[config.mk]
export PLATFORM = sky130hd
export DESIGN_NAME = arb_rr_sync
export DESIGN_NICKNAME = d
export VERILOG_FILES = /design/src/rtl/arb_rr_sync.sv
export SDC_FILE = /design/constraint.sdc
export NUM_CORES = 1
export LEC_CHECK = 0
export ABC_AREA = 1
export CORE_AREA = 2 2 39 41
export CTS_CLUSTER_SIZE = 30
export DETAILED_ROUTE_END_ITERATION = 10
export DIE_AREA = 0 0 41 43
export GPL_ROUTABILITY_DRIVEN = 0
export GPL_TIMING_DRIVEN = 0
export HOLD_SLACK_MARGIN = 0.1
export PLACE_DENSITY = 0.5
export SYNTH_ARGS = -nofsm -noshare
export SYNTH_HDL_FRONTEND = slang
export SYNTH_SLANG_ARGS = --single-unit
[constraint.sdc]
create_clock -name clk -period 3.4 [get_ports clk]
set_input_delay 0.68 -clock clk [delete_from_list [all_inputs] [get_ports clk]]
set_output_delay 0.68 -clock clk [all_outputs]
set_load 0.03 [all_outputs]
[src/rtl/arb_rr_sync.sv]
// arb_rr_sync: round-robin arbiter sharing one 4-phase req/ack channel among size requesters
module arb_rr_sync #(
    parameter int size = 2
) (
    input  logic                      clk,
    input  logic                      rst,
    input  logic [size-1:0]           req_in,
    output logic [size-1:0]           ack_in,
    output logic                      req_out,
    input  logic                      ack_out,
    output logic [$clog2(size)-1:0]   grant_idx,
    output logic                      busy
);
    localparam int IW = $clog2(size);

    typedef enum logic [1:0] {IDLE, REQ, ACK, RTZ} state_t;

    state_t          state_q, state_d;
    logic [size-1:0] ack_q, ack_d;
    logic            req_out_q, req_out_d;
    logic [IW-1:0]   gnt_q, gnt_d;
    logic [IW-1:0]   ptr_q, ptr_d;
    logic            busy_q, busy_d;
    logic [IW-1:0]   pick;

    // first active requester in rotating order ptr, ptr+1, ..., wrapping to 0
    always_comb begin
        int j;
        logic found;
        j = 0;
        found = 1'b0;
        pick = ptr_q;
        for (int i = 0; i < size; i++) begin
            j = int'(ptr_q) + i;
            j = (j >= size) ? j - size : j;
            if (!found && req_in[j]) begin
                pick = IW'(j);
                found = 1'b1;
            end
        end
    end

    // all state and outputs are registered; reset wins over any handshake phase
    always_ff @(posedge clk) begin
        if (rst) begin
            state_q   <= IDLE;
            ack_q     <= '0;
            req_out_q <= 1'b0;
            gnt_q     <= '0;
            ptr_q     <= '0;
            busy_q    <= 1'b0;
        end else begin
            state_q   <= state_d;
            ack_q     <= ack_d;
            req_out_q <= req_out_d;
            gnt_q     <= gnt_d;
            ptr_q     <= ptr_d;
            busy_q    <= busy_d;
        end
    end

    // next state: one phase of the 4-phase cycle per transition
    always_comb begin
        state_d = state_q;
        case (state_q)
            IDLE:    state_d = (|req_in)       ? REQ  : IDLE;
            REQ:     state_d = ack_out         ? ACK  : REQ;
            ACK:     state_d = !req_in[gnt_q]  ? RTZ  : ACK;
            default: state_d = !ack_out        ? IDLE : RTZ;
        endcase
    end

    // next output values; the granted index and ptr only move at grant and release
    always_comb begin
        ack_d     = ack_q;
        req_out_d = req_out_q;
        gnt_d     = gnt_q;
        ptr_d     = ptr_q;
        case (state_q)
            IDLE: if (|req_in) begin
                gnt_d     = pick;
                req_out_d = 1'b1;
            end
            REQ: if (ack_out) begin
                ack_d        = '0;
                ack_d[gnt_q] = 1'b1;
            end
            ACK: if (!req_in[gnt_q]) req_out_d = 1'b0;
            default: if (!ack_out) begin
                ack_d = '0;
                ptr_d = (gnt_q == IW'(size - 1)) ? '0 : gnt_q + 1'b1;
            end
        endcase
        busy_d = (state_d != IDLE);
    end

    assign ack_in    = ack_q;
    assign req_out   = req_out_q;
    assign grant_idx = gnt_q;
    assign busy      = busy_q;
endmodule

==> flow_metrics.py <==
metrics = {
    "global_route": {
        "grt_pass1_wl_mm": 1.014,
        "grt_pass1_vias": 267,
        "overflow": 0,
        "grt_max_degree": 8,
        "grt.total_usage_pct": 9.337,
        "antenna_found_initial": 0,
    },
    "critical_path": {
        "cp_max_fo": 6,
        "path_buf_inv": 1,
        "slowest_delay_ns": 0.71,
        "cpMaxStageDelayCell": "clkdlybuf4s50_1",
        "arrival_ns": 1.38,
        "crit_type": "reg -> out",
        "startpoint": "grant_idx",
        "r2r_start": "state_q[0]",
        "critical_path.top_delay_family": "buffers and inverters",
        "end_kind": "output pin",
        "worst_setup_path_start_kind": "flip-flop",
        "cp.required_ns": 2.72,
        "worstPathCellList": "clkdlybuf4s50_1",
    },
    "min_path": {
        "worstHoldStart": "req_out",
        "min_path_type": "reg -> reg",
    },
    "detailed_routing": {
        "drt-pass1-iter-count": 4,
        "drcViolationCount": 0,
        "vias_per_cell": 4.269,
        "totalWireLength_um": 631,
        "drtAntennaViolNets": 0,
        "via_count": 333,
        "drtIter0Drc": 5,
        "wl_per_cell_um": 8.090,
    },
    "die": {
        "start_util_pct": 25.41,
        "io_pins": 10,
        "rows": 14,
        "die_x_um": 41,
        "die-height_um": 43,
        "core_area_um2": 1384,
        "dieArea_um2": 1763,
    },
    "sta": {
        "slew_violations": 0,
        "tns_ns": 0,
        "fmax_mhz": 486.3,
        "min_period_over_period_pct": 60.49,
        "fin_crit_ns": 2.057,
        "worst_clock_skew_ns": 0.0006613,
        "max-slew-margin-rel_pct": 79.85,
        "finalHoldViolCount": 0,
        "rsz0062_at_grt": "false",
        "tightest_slew_ns": 0.3014,
        "setup_violations": 0,
    },
    "synthesis": {
        "avgSynthCellArea_um2": 7.032,
        "synthMostInstantiatedCell": "nand2_1",
        "synth_top_area_share_pct": 45.55,
        "synth.cell_area_um2": 351.6,
        "synth_cells": 50,
        "yosysSeqAreaShare_pct": 45.55,
        "async_flop_share_pct": 0,
        "synth_area_leaders": "dfxtp_1, nand2_1, inv_1",
        "synth.distinct_cells": 11,
        "yosysWarnings": 0,
        "yosys.area.top_type": "dfxtp_1",
        "synthFlopType": "dfxtp_1",
        "netlist_top_cells_count": "nand2_1, inv_1, dfxtp_1",
        "synth_edf_count": 0,
        "yosys_register_bits": 8,
        "synth_nets": 56,
    },
    "power": {
        "peakVddDrop_mv": 0.2196,
        "p_leak_uw": 0.0002266,
        "p_per_area_nw_per_um2": 544.1,
    },
    "placed_design": {
        "io_buffers": 9,
        "hpwl_um": 522.1,
        "place_area_um2": 461.7,
    },
    "run_status": {
        "status": "finished clean",
    },
    "clocking": {
        "postCtsSetupBuffers": 0,
        "cts_tree": "done",
        "clk_latency_ns": 0.24,
        "cts.repair.resized": 0,
        "clockBufferDepth": 2,
        "cts_made_buffers": 3,
        "hold_buffers": 0,
        "cts_root_buffer": "clkbuf_4",
        "clock_sinks": 8,
        "cts_htree_levels": 1,
        "path_clk_slew_ns": 0.05,
    },
    "finish": {
        "diodes": 0,
        "fin_area_um2": 484.2,
        "seq_area_um2": 160.2,
        "syn_to_final_growth_pct": 37.72,
        "num-nets-final": 70,
        "num-fill-cells": 147,
        "layout-drive-gt1-share_pct": 8.065,
        "multiInputGateArea_um2": 157.7,
    },
    "run": {
        "maxCapViolCount": 0,
    },
}
report_power, final:
part           switching [uW]  total (uW)  internal (uW)
clock                    27.3        67.4           40.0
sequential               9.80         117            107
combinational            45.9        78.9           33.1
cell families after synthesis:
group           count (synthesis)  synth area share, %
simple gates                   23                27.04
compound gates                  9                14.24
buf+inv                         9                9.608
flops                           8                45.55
fa+ha+maj                       1                3.558
layout make-up:
cell class,count,share of cell area [%]
sequential,8,33.08
timing repair buffer,9,18.60
clock buffer,3,4.651
inverter,9,6.977
multi-input combinational,33,32.56
tap,16,4.134
metrics by stage:
step / hold WS, ns / instances / util [%] / power [uW] / setup slack, ns
2_1_floorplan: 0.4934 / 50 / - / 168.8 / 2.064
3_3_place_gp: 0.4504 / 75 / 33.36 / 199.8 / 1.429
3_5_place_dp: 0.4573 / 75 / 33.36 / 199.0 / 1.431
4_1_cts: 0.4651 / 78 / 34.99 / 270.8 / 1.328
5_1_grt: 0.4828 / 78 / 34.99 / 284.0 / 1.290
6_report: 0.4603 / 78 / 34.99 / 263.5 / 1.343
metal layers:
layer  track usage (%)  vias up  share of wire, %
met4             12.00        0                 0
met1             10.93      149                47
met5                 0        -                 0
met3             3.141        0               2.5
li1                  -      179                 -
met2             10.94        5                50
registers in the layout (all words and copies together), names as in the netlist:
| signal | flops |
|---|---|
| ack_in | 2 |
| ptr_q | 1 |
| state_q | 2 |
| req_out | 1 |
| busy | 1 |
| grant_idx | 1 |
path summary, 6_finish.rpt:
kind,endpoint,slack (ns),cells past startpoint
max,grant_idx,1.34,1
max reg2reg,ack_in[1],2.19,6
min,req_out,0.46,2
min reg2reg,req_out,0.46,2
cells in the final DEF (no fill, tap or decap), types with 2 or more instances in the layout:
cell type	n
a21oi_1	6
clkbuf_4	3
clkdlybuf4s50_1	9
dfxtp_1	8
inv_1	9
nand2_1	14
nand3_1	3
nor2_1	4
nor2_2	2
Power figures use the tool's default switching activity.
